## config.mk

```make
export PLATFORM = sky130hd
export DESIGN_NAME = cache_tag_store
export DESIGN_NICKNAME = d
export VERILOG_FILES = /design/src/rtl/cache_meta_pkg.sv /design/src/rtl/plru_tree.sv /design/src/rtl/cache_tag_store.sv
export SDC_FILE = /design/constraint.sdc
export NUM_CORES = 1
export LEC_CHECK = 0
export BUFFER_PORTS_ARGS = -buffer_cell sky130_fd_sc_hd__buf_2
export CAP_MARGIN = 20
export CORE_MARGIN = 2
export CORE_UTILIZATION = 25
export DETAILED_ROUTE_END_ITERATION = 6
export PLACE_DENSITY_LB_ADDON = 0.15
export SLEW_MARGIN = 40
export SYNTH_ARGS = -nofsm -noshare
export SYNTH_HDL_FRONTEND = slang
export SYNTH_SLANG_ARGS = --single-unit
```

## constraint.sdc

```tcl
create_clock -name clk -period 10.7 [get_ports clk]
set_clock_uncertainty 0.1 [all_clocks]
set_input_delay 2.14 -clock clk [delete_from_list [all_inputs] [get_ports clk]]
set_output_delay 2.14 -clock clk [all_outputs]
set_load 0.05 [all_outputs]
```

## src/rtl/cache_meta_pkg.sv

```systemverilog
// Shared types and constants for the cache tag store: flush FSM states,
// replacement policy selectors and the victim metadata packing helper.
package cache_meta_pkg;

   typedef enum logic [1:0] {StIdle, StScan, StWb, StDone} flush_state_e;

   localparam int unsigned REPL_PLRU = 0;
   localparam int unsigned REPL_RR   = 1;

   typedef struct packed {
      logic valid;
      logic dirty;
   } victim_meta_t;

   // Read-only caches never report a dirty victim.
   function automatic victim_meta_t pack_victim(input logic valid, input logic dirty,
                                                input logic read_only);
      victim_meta_t m;
      m.valid = valid;
      m.dirty = dirty & ~read_only;
      return m;
   endfunction

endpackage

```

## src/rtl/plru_tree.sv

```systemverilog
// Per-set tree-PLRU state. Node n has children 2n+1 (lower ways) and 2n+2;
// a node bit of 0 points the victim search toward the lower half.
module plru_tree #(
   parameter int unsigned NUM_SETS = 4,
   parameter int unsigned ASSOC    = 4,
   localparam int unsigned SET_W   = $clog2(NUM_SETS),
   localparam int unsigned WAY_W   = (ASSOC > 1) ? $clog2(ASSOC) : 1
) (
   input  logic             clk,
   input  logic             reset,
   input  logic             touch_a_en,
   input  logic [SET_W-1:0] touch_a_set,
   input  logic [WAY_W-1:0] touch_a_way,
   input  logic             touch_b_en,
   input  logic [SET_W-1:0] touch_b_set,
   input  logic [WAY_W-1:0] touch_b_way,
   input  logic [SET_W-1:0] query_set,
   output logic [WAY_W-1:0] victim_way
);

   localparam int unsigned LEVELS = $clog2(ASSOC);
   localparam int unsigned NODES  = (ASSOC > 1) ? ASSOC - 1 : 1;

   logic [NODES-1:0] bits_q [NUM_SETS];
   logic [NODES-1:0] bits_d [NUM_SETS];

   function automatic logic [NODES-1:0] touch(input logic [NODES-1:0] b,
                                              input logic [WAY_W-1:0] way);
      logic [NODES-1:0] r;
      int unsigned      node;
      logic             dir;
      r    = b;
      node = 0;
      for (int l = 0; l < int'(LEVELS); l++) begin
         dir     = way[int'(LEVELS) - 1 - l];
         r[node] = ~dir;
         node    = 2 * node + 1 + 32'(dir);
      end
      return r;
   endfunction

   function automatic logic [WAY_W-1:0] victim_of(input logic [NODES-1:0] b);
      logic [WAY_W-1:0] w;
      int unsigned      node;
      w    = '0;
      node = 0;
      for (int l = 0; l < int'(LEVELS); l++) begin
         w    = (w << 1) | WAY_W'(b[node]);
         node = 2 * node + 1 + 32'(b[node]);
      end
      return w;
   endfunction

   // Install is applied after the lookup touch so it has the final say.
   always_comb begin
      bits_d = bits_q;
      if (touch_a_en) bits_d[touch_a_set] = touch(bits_d[touch_a_set], touch_a_way);
      if (touch_b_en) bits_d[touch_b_set] = touch(bits_d[touch_b_set], touch_b_way);
   end

   always_ff @(posedge clk) begin
      if (reset) begin
         for (int s = 0; s < int'(NUM_SETS); s++) bits_q[s] <= '0;
      end else begin
         bits_q <= bits_d;
      end
   end

   assign victim_way = victim_of(bits_q[query_set]);

endmodule

```

## src/rtl/cache_tag_store.sv

```systemverilog
// Tag/valid/dirty metadata for an N-way set-associative cache with registered
// lookup, victim selection and a write-back flush walker.
module cache_tag_store import cache_meta_pkg::*; #(
   parameter int unsigned NUM_SETS    = 4,
   parameter int unsigned ASSOC       = 4,
   parameter int unsigned TAG_SIZE    = 30,
   parameter bit          READ_ONLY   = 1'b0,
   parameter int unsigned REPL_POLICY = REPL_PLRU,
   localparam int unsigned SET_W      = $clog2(NUM_SETS),
   localparam int unsigned WAY_W      = (ASSOC > 1) ? $clog2(ASSOC) : 1
) (
   input  logic                clk,
   input  logic                reset,
   input  logic                lookup_valid,
   output logic                lookup_ready,
   input  logic [SET_W-1:0]    lookup_set,
   input  logic [TAG_SIZE-1:0] lookup_tag,
   input  logic                lookup_touch,
   output logic                rsp_valid,
   output logic                rsp_hit,
   output logic [WAY_W-1:0]    rsp_way,
   output logic [WAY_W-1:0]    rsp_victim_way,
   output logic                rsp_victim_valid,
   output logic                rsp_victim_dirty,
   output logic [TAG_SIZE-1:0] rsp_victim_tag,
   input  logic                install_en,
   input  logic [SET_W-1:0]    install_set,
   input  logic [WAY_W-1:0]    install_way,
   input  logic [TAG_SIZE-1:0] install_tag,
   input  logic                install_dirty,
   input  logic                mark_dirty_en,
   input  logic [SET_W-1:0]    mark_dirty_set,
   input  logic [WAY_W-1:0]    mark_dirty_way,
   input  logic                flush_req,
   output logic                busy,
   output logic                wb_valid,
   input  logic                wb_ready,
   output logic [SET_W-1:0]    wb_set,
   output logic [WAY_W-1:0]    wb_way,
   output logic [TAG_SIZE-1:0] wb_tag,
   output logic                flush_done
);

   localparam int unsigned ENTRIES = NUM_SETS * ASSOC;
   localparam int unsigned ENT_W   = $clog2(ENTRIES);
   localparam int unsigned WAY_SH  = $clog2(ASSOC);

   function automatic logic [ENT_W-1:0] ent_idx(input logic [SET_W-1:0] s,
                                                input logic [WAY_W-1:0] w);
      return ENT_W'(s) * ENT_W'(ASSOC) + ENT_W'(w);
   endfunction

   logic [TAG_SIZE-1:0] tag_q [ENTRIES];
   logic [ENTRIES-1:0]  valid_q, dirty_q;

   flush_state_e        state_q;
   logic [ENT_W-1:0]    idx_q;
   logic                busy_q, wb_valid_q, flush_done_q;
   logic [SET_W-1:0]    wb_set_q;
   logic [WAY_W-1:0]    wb_way_q;
   logic [TAG_SIZE-1:0] wb_tag_q;

   logic                rsp_valid_q, rsp_hit_q, rsp_victim_valid_q, rsp_victim_dirty_q;
   logic [WAY_W-1:0]    rsp_way_q, rsp_victim_way_q;
   logic [TAG_SIZE-1:0] rsp_victim_tag_q;

   logic                accept, upd_ok, any_invalid;
   logic [ASSOC-1:0]    hit_vec, set_valid;
   logic [WAY_W-1:0]    hit_way, inv_way, policy_way, victim_way;
   logic [ENT_W-1:0]    victim_e, install_e, mark_e;
   victim_meta_t        victim_meta;

   assign accept    = lookup_valid && !busy_q;
   assign upd_ok    = !busy_q;
   assign install_e = ent_idx(install_set, install_way);
   assign mark_e    = ent_idx(mark_dirty_set, mark_dirty_way);

   always_comb begin
      hit_vec     = '0;
      set_valid   = '0;
      hit_way     = '0;
      inv_way     = '0;
      any_invalid = 1'b0;
      for (int w = 0; w < int'(ASSOC); w++) begin
         set_valid[w] = valid_q[ent_idx(lookup_set, WAY_W'(w))];
         hit_vec[w]   = set_valid[w] && (tag_q[ent_idx(lookup_set, WAY_W'(w))] == lookup_tag);
         if (hit_vec[w]) hit_way = WAY_W'(w);
      end
      // Descending scan so the lowest invalid way is the one that sticks.
      for (int w = int'(ASSOC) - 1; w >= 0; w--) begin
         if (!set_valid[w]) begin
            any_invalid = 1'b1;
            inv_way     = WAY_W'(w);
         end
      end
   end

   assign victim_way  = any_invalid ? inv_way : policy_way;
   assign victim_e    = ent_idx(lookup_set, victim_way);
   assign victim_meta = pack_victim(valid_q[victim_e], dirty_q[victim_e], READ_ONLY);

   generate
      if (REPL_POLICY == REPL_PLRU) begin : g_plru
         plru_tree #(
            .NUM_SETS (NUM_SETS),
            .ASSOC    (ASSOC)
         ) u_plru (
            .clk         (clk),
            .reset       (reset),
            .touch_a_en  (accept && lookup_touch && (|hit_vec)),
            .touch_a_set (lookup_set),
            .touch_a_way (hit_way),
            .touch_b_en  (install_en && upd_ok),
            .touch_b_set (install_set),
            .touch_b_way (install_way),
            .query_set   (lookup_set),
            .victim_way  (policy_way)
         );
      end else begin : g_rr
         logic [WAY_W-1:0] rr_q [NUM_SETS];
         always_ff @(posedge clk) begin
            if (reset) begin
               for (int s = 0; s < int'(NUM_SETS); s++) rr_q[s] <= '0;
            end else if (install_en && upd_ok && (install_way == rr_q[install_set])) begin
               rr_q[install_set] <= (rr_q[install_set] == WAY_W'(ASSOC - 1)) ? '0
                                    : rr_q[install_set] + 1'b1;
            end
         end
         assign policy_way = rr_q[lookup_set];
      end
   endgenerate

   always_ff @(posedge clk) begin
      if (reset) begin
         rsp_valid_q        <= 1'b0;
         rsp_hit_q          <= 1'b0;
         rsp_way_q          <= '0;
         rsp_victim_way_q   <= '0;
         rsp_victim_valid_q <= 1'b0;
         rsp_victim_dirty_q <= 1'b0;
         rsp_victim_tag_q   <= '0;
      end else begin
         rsp_valid_q <= accept;
         if (accept) begin
            rsp_hit_q          <= |hit_vec;
            rsp_way_q          <= hit_way;
            rsp_victim_way_q   <= victim_way;
            rsp_victim_valid_q <= victim_meta.valid;
            rsp_victim_dirty_q <= victim_meta.dirty;
            rsp_victim_tag_q   <= tag_q[victim_e];
         end
      end
   end

   always_ff @(posedge clk) begin
      if (install_en && upd_ok) tag_q[install_e] <= install_tag;
   end

   always_ff @(posedge clk) begin
      if (reset) begin
         state_q      <= StIdle;
         idx_q        <= '0;
         valid_q      <= '0;
         dirty_q      <= '0;
         busy_q       <= 1'b0;
         wb_valid_q   <= 1'b0;
         flush_done_q <= 1'b0;
         wb_set_q     <= '0;
         wb_way_q     <= '0;
         wb_tag_q     <= '0;
      end else begin
         flush_done_q <= 1'b0;
         unique case (state_q)
            StIdle: begin
               // mark_dirty first so a colliding install overrides it.
               if (mark_dirty_en && !READ_ONLY && valid_q[mark_e]) dirty_q[mark_e] <= 1'b1;
               if (install_en) begin
                  valid_q[install_e] <= 1'b1;
                  dirty_q[install_e] <= install_dirty & !READ_ONLY;
               end
               if (flush_req) begin
                  state_q <= StScan;
                  idx_q   <= '0;
                  busy_q  <= 1'b1;
               end
            end
            StScan: begin
               if (valid_q[idx_q] && dirty_q[idx_q]) begin
                  state_q    <= StWb;
                  wb_valid_q <= 1'b1;
                  wb_set_q   <= SET_W'(idx_q >> WAY_SH);
                  wb_way_q   <= WAY_W'(idx_q & ENT_W'(ASSOC - 1));
                  wb_tag_q   <= tag_q[idx_q];
               end else begin
                  valid_q[idx_q] <= 1'b0;
                  dirty_q[idx_q] <= 1'b0;
                  if (idx_q == ENT_W'(ENTRIES - 1)) begin
                     state_q      <= StDone;
                     flush_done_q <= 1'b1;
                  end else begin
                     idx_q <= idx_q + 1'b1;
                  end
               end
            end
            StWb: begin
               if (wb_ready) begin
                  valid_q[idx_q] <= 1'b0;
                  dirty_q[idx_q] <= 1'b0;
                  wb_valid_q     <= 1'b0;
                  if (idx_q == ENT_W'(ENTRIES - 1)) begin
                     state_q      <= StDone;
                     flush_done_q <= 1'b1;
                  end else begin
                     state_q <= StScan;
                     idx_q   <= idx_q + 1'b1;
                  end
               end
            end
            StDone: begin
               state_q <= StIdle;
               busy_q  <= 1'b0;
            end
            default: state_q <= StIdle;
         endcase
      end
   end

   a_one_hit: assert property (@(posedge clk) disable iff (reset) accept |-> $onehot0(hit_vec));

   assign lookup_ready     = !busy_q;
   assign busy             = busy_q;
   assign rsp_valid        = rsp_valid_q;
   assign rsp_hit          = rsp_hit_q;
   assign rsp_way          = rsp_way_q;
   assign rsp_victim_way   = rsp_victim_way_q;
   assign rsp_victim_valid = rsp_victim_valid_q;
   assign rsp_victim_dirty = rsp_victim_dirty_q;
   assign rsp_victim_tag   = rsp_victim_tag_q;
   assign wb_valid         = wb_valid_q;
   assign wb_set           = wb_set_q;
   assign wb_way           = wb_way_q;
   assign wb_tag           = wb_tag_q;
   assign flush_done       = flush_done_q;

endmodule

```

==> results of run 1 <==
==> worst reg2reg max path, stage by stage, from the launching register on <==
cell,delay (ps)
dfxtp_4,710
buf_4,750
o21ai_0,270
o21ai_0,190
mux4_2,350
nor2_4,50
or3_1,660
nand2b_1,560
nor4_1,570
nand2_1,110
a21oi_1,170
==> flip-flops by register name, summed over array words and instances, names as in the netlist <==
register              cells
tag_q                   480
rsp_victim_tag           30
wb_tag                   30
dirty_q                  16
valid_q                  16
g_plru.u_plru.bits_q     12
idx_q                     4
rsp_victim_way            2
rsp_way                   2
state_q                   2
wb_set                    2
wb_way                    2
busy                      1
flush_done                1
rsp_hit                   1
rsp_valid                 1
rsp_victim_dirty          1
rsp_victim_valid          1
wb_valid                  1
==> area by class of cell <==
class,count,area [µm²],share of cell area [%]
tap,1781,2230,5.65
clock buffer,111,2160,5.47
antenna,4,10.0,0.0254
timing repair buffer,208,1390,3.53
clock inverter,33,350,0.888
inverter,22,82.6,0.209
multi-input combinational,1901,16300,41.3
sequential,605,16900,42.9
==> cells in the mapped netlist, drive strengths merged (18+ instances only) <==
master,instances
o21ai,46
mux4,265
edfxtp,480
nand4,40
a31oi,131
and2,135
nand2,349
xnor2,91
mux2i,110
a21oi,138
dfxtp,125
clkbuf,176
a22oi,68
nor2,136
buf,70
mux2,18
a211oi,135
nand2b,26
inv,22
a221oi,18
nand3,31
==> cell families after synthesis <==
group           after synthesis  share of synthesized area [%]
flops                       605                           49.5
mux                         393                           21.3
buf+inv                     268                           3.47
compound gates              604                           11.8
xor+xnor                    102                           2.61
fa+ha+maj                     9                          0.329
simple gates                793                           11.0
==> layer usage <==
layer | up-vias | GRT usage (%) | part of all wire [%]
met5 | - | 0 | 0.12
met4 | 30 | 6.03 | 2.9
met3 | 259 | 4.46 | 7.5
met2 | 1278 | 31.7 | 45
met1 | 13600 | 29.1 | 45
li1 | 11000 | - | -
==> through the flow <==
step	instance area [µm²]	std cells	power (mW)	setup slack [ps]	util, %
2_1_floorplan	34200	2774	3.54	5480	-
3_3_place_gp	36700	4512	3.98	3570	27.1
3_5_place_dp	36900	4516	3.98	3540	27.2
4_1_cts	39400	4660	6.61	4250	29.0
5_1_grt	39400	4662	6.78	4030	29.1
6_report	39400	4665	6.54	4190	29.1
==> power groups by stage <==
| stage | Clock (mW) | Sequential [mW] | Combinational, mW |
|---|---|---|---|
| detailed placement | 0 | 2.73 | 1.26 |
| finish | 2.61 | 2.68 | 1.25 |
| global route | 2.76 | 2.69 | 1.33 |
| global placement | 0 | 2.73 | 1.25 |
| floorplan | 0 | 2.72 | 0.825 |
| CTS | 2.67 | 2.68 | 1.26 |
==> path summary, 6_finish.rpt <==
kind	from	end	slack, ps	cells past startpoint
worst max-delay path	lookup_set[1]	g_plru.u_plru.bits_q[8]	4190	12
worst min-delay path	rsp_way[1]	rsp_way[1]	350	2
worst max register to register	idx_q[1]	valid_q[3]	6140	10
worst min register to register	rsp_way[1]	rsp_way[1]	350	2
==> out/results.txt, run 1 <==
Status: finished, final reports clean
Dpl hpwl: 95.0 mm
Synth Cell Area: 34200 µm²
CTS tree: built
Worst skew pair latency: 680 ps
Design internal power: 4.62 mW
Post-Syn Nets: 2862
Fmax: 154 MHz
Buffer count from post-CTS setup fixing: 0
Crit path max-delay family: compound AO/OA/AOI/OAI gates
Final GP Congestion: 0.944
Clock share of power: 39.9%
Total number of vias: 26.1k
Proportion of layout cells with a drive suffix above 1: 22.4%
Sequential area share after synthesis: 49.5%
Num CTS Buffers: 77
Commonest non-fill, non-tap cell in the layout: edfxtp_1
Top cells by area, synth: edfxtp_1 (42%), mux4_2 (17%), dfxtp_1 (7.3%), nand2_1 (3.8%), mux2i_1 (3.2%)
PwrDens: 166 nW/µm²
H-tree Lvls: 3
Synth-to-Final Area Change: 15.3%
Clock transition at the registers of the reported paths: 60 ps
Worst endpoint required time: 11140 ps
Final wirelength: 147 mm
Most frequent cells in the layout: edfxtp_1 (480), nand2_1 (348), mux4_2 (265), buf_2 (151), a21oi_1 (137)
All-Layer GR Usage: 20.6%
CP max FO: 104
Worst-Margin Slew: 946 ps
Synthesized flop and latch total: 605
Resized cells post-CTS: 0
# IOs: 155
Hold_buf cts: 0
EDFF count, synth: 480
Fillers: 13.7k
Vias in the first global route: 25.8k
Syn Inst Count: 2774
Yosys top cell by area: edfxtp_1
Worst VDD drop: 0.0000848 V
Top-area cell type share of the netlist area: 42.2%
Overflow after GRT: 0
Pin count of the biggest net entering global routing: 137
Slew Limit Headroom: 36.5%
Clk sinks: 605
Setup violations, final: 0
P_leak: 12.4 nW
Flop pwr share: 41.0%
Psw: 1.92 mW
Worst path max stage delay: 610 ps
Count of pins over their slew limit: 0
Slowest-stage cell, CP: or4_1
Row cnt: 135
Ratio of final minimum period to clock period: 60.8%
CTS Root Cell: clkbuf_16
Initial Utilization: 25.2%
Startpoint Class: input port
WL per Instance: 31.5 µm
Residual DRC: 0
Die W: 374 µm
PortBufs: 154
Final min period: 6510 ps
Antenna Nets Post-Route: 0
Worst path bufs/invs: 2
DR vias/cell: 5.60
WHS: 352 ps
# nets final: 2903
Setup CP Type: in2reg
Unrepaired setup endpoints after global routing: no
Switching Share: 29.4%
Final Hold Fails: 0
Drt initial violations: 3305
TNS Setup: 0 ps
Mean Syn Cell Area: 12.3 µm²
CTS max path bufs: 3
Die H: 374 µm
Worst Hold Class: reg2reg
CP endpoint kind: flop
CP Cell Sequence: buf_8 -> buf_12 -> mux2i_1 -> a2bb2oi_1 -> nand4_1 -> or4_1 -> a2111o_1 -> o2111ai_4 -> nand4_4 -> mux2_4 -> a2111oi_4 -> o21ai_1
Core area: 136000 µm²
Combinational Power Share: 19.1%
First-pass GRT wire length: 207 mm
WP data arrival: 6950 ps
Number of max-cap violations: 0
DR pass1 iterations: 7
Synth unique cells: 79
Yosys warns: 0
FFs w/ async S/R, synth: 0%
Initial antenna violation count: 21
Prevailing post-synth register cell: edfxtp_1
Die ar.: 140000 µm²
(Power assumes the default switching activity.)
==> run 2: changes to the inputs <==
clock period = 5.82 ns   (was 10.7 ns; I/O delays follow)
==> out/results.txt, run 2 (same netlist as run 1, synthesis figures left out) <==
Slowest-stage cell, CP: mux4_2
Flop pwr share: 38.9% (-2.1 points)
Final GP Congestion: 0.939 (-0.55%)
Vias in the first global route: 26.1k (+1.1%)
Final Hold Fails: 0 (unchanged)
Final std cell area, no fill: 40500 µm² (+2.7%)
P_leak: 13.0 nW (+4.6%)
Initial Utilization: 25.2% (unchanged)
Overflow after GRT: 0 (unchanged)
Design internal power: 8.97 mW (+94%)
Die H: 374 µm (unchanged)
Largest register by flop count: tag_q
WHS: 352 ps (+0.110 ps)
Count of pins over their slew limit: 0 (unchanged)
Hold_buf cts: 0 (unchanged)
Clk sinks: 605 (unchanged)
CP Cell Sequence: clkbuf_8 -> buf_4 -> mux4_2 -> xnor2_1 -> a21boi_0 -> nor4bb_1 -> nand4_1 -> o2111ai_4 -> nand4_4 -> mux2_4 -> a2111oi_4 -> o41ai_1
DR pass1 iterations: 6 (-1)
Worst endpoint required time: 6270 ps (-4870 ps)
Proportion of layout cells with a drive suffix above 1: 24.7% (+2.2 points)
Die W: 374 µm (unchanged)
Slew Limit Headroom: 39.0% (+2.5 points)
Die ar.: 140000 µm² (unchanged)
Startpoint Class: input port
Worst path max stage delay: 580 ps (-30 ps)
Post-layout util: 29.9% (+0.78 points)
CTS max path bufs: 3 (unchanged)
H-tree Lvls: 3 (unchanged)
Post-DP Area: 37600 µm² (+2.0%)
# nets final: 2982 (+2.7%)
PwrDens: 312 nW/µm² (+88%)
Switching Share: 29.0% (-0.37 points)
Max reg flops: 480 (unchanged)
Setup CP Type: in2reg
Status: finished, final reports clean
Dpl hpwl: 101 mm (+6.6%)
Synth-to-Final Area Change: 18.4%
First-pass GRT wire length: 211 mm (+2.1%)
Worst VDD drop: 0.000181 V (+110%)
Initial antenna violation count: 21 (unchanged)
PortBufs: 154 (unchanged)
Fmax: 207 MHz
Total number of vias: 26.8k (+2.6%)
Row cnt: 135 (unchanged)
Worst-Margin Slew: 916 ps (-30.7 ps)
Final min period: 4830 ps
Psw: 3.67 mW (+91%)
Combinational Power Share: 18.8% (-0.3 points)
CTS Root Cell: clkbuf_16
Most frequent cells in the layout: edfxtp_1 (480), nand2_1 (348), mux4_2 (265), buf_2 (151), a21oi_1 (137)
Unrepaired setup endpoints after global routing: no
Clock transition at the registers of the reported paths: 60 ps (about the same)
Commonest non-fill, non-tap cell in the layout: edfxtp_1
DR vias/cell: 5.65 (+0.85%)
Residual DRC: 0 (unchanged)
Resized cells post-CTS: 0 (unchanged)
Pin count of the biggest net entering global routing: 121 (-12%)
All-Layer GR Usage: 21.1% (+0.47 points)
Ratio of final minimum period to clock period: 82.9%
Number of max-cap violations: 0 (unchanged)
Core area: 136000 µm² (unchanged)
Final wirelength: 151 mm (+2.5%)
CTS tree: built
Antenna Nets Post-Route: 0 (unchanged)
Fillers: 13.6k (-0.65%)
Setup violations, final: 0 (unchanged)
CP max FO: 34 (-67%)
# IOs: 155 (unchanged)
WP data arrival: 5280 ps (-1670 ps)
Worst skew pair latency: 720 ps (+40 ps)
Drt initial violations: 3737 (+13%)
Clock share of power: 42.3% (+2.4 points)
WL per Instance: 31.8 µm (+0.72%)
Tot Pwr: 12.6 mW (+93%)
Buffer count from post-CTS setup fixing: 0 (unchanged)
Worst Hold Class: reg2reg
Num CTS Buffers: 80 (+3.9%)
TNS Setup: 0 ps (unchanged)
CP endpoint kind: flop
## run 2: metrics by stage
stage          std cells  worst slack, ps
6_report            4745              994
5_1_grt             4743              725
4_1_cts             4742             1050
3_5_place_dp        4592              328
3_3_place_gp        4587              359
2_1_floorplan       2774             1580
## run 2: power by group through the flow
| stage | clock (mW) | sequential, mW | combinational, mW |
|---|---|---|---|
| 2_1_floorplan | 0 | 5.00 | 1.52 |
| 3_3_place_gp | 0 | 5.01 | 2.38 |
| 3_5_place_dp | 0 | 5.01 | 2.38 |
| 4_1_cts | 5.46 | 4.92 | 2.39 |
| 5_1_grt | 5.63 | 4.93 | 2.52 |
| 6_report | 5.34 | 4.92 | 2.38 |
## run 2: worst paths after layout
| path | start | end | slack (ps) | depth (start not counted) |
|---|---|---|---|---|
| max | lookup_set[0] | g_plru.u_plru.bits_q[11] | 990 | 12 |
| min | rsp_way[1] | rsp_way[1] | 350 | 2 |
| max reg2reg | tag_q[14][2] | g_plru.u_plru.bits_q[11] | 1810 | 10 |
| min reg2reg | rsp_way[1] | rsp_way[1] | 350 | 2 |
## run 2: cell type report
class | count | area (µm²) | share of cell area, %
clock inverters | 38 | 598 | 1.48
flip-flops and latches | 605 | 16900 | 41.8
diodes | 2 | 5.00 | 0.0124
well taps | 1781 | 2230 | 5.50
repair buffers | 284 | 2130 | 5.27
inverters | 22 | 82.6 | 0.204
clock buffers | 112 | 2230 | 5.52
multi-input cells | 1901 | 16300 | 40.2
## run 2: per-layer routing
layer | GRT usage (%) | up-vias | share of wire (%)
met5 | 0 | - | 0.11
met4 | 5.89 | 28 | 2.8
met3 | 4.71 | 248 | 7.9
met2 | 32.7 | 1403 | 45
met1 | 29.6 | 14000 | 44
li1 | - | 11100 | -
## run 2: worst max-delay path: cells and delay by family
| kind | cells | cell delay [ps] |
|---|---|---|
| buf+inv | 2 | 950 |
| compound gates | 4 | 930 |
| mux | 2 | 920 |
| simple gates | 3 | 820 |
| xor+xnor | 1 | 420 |
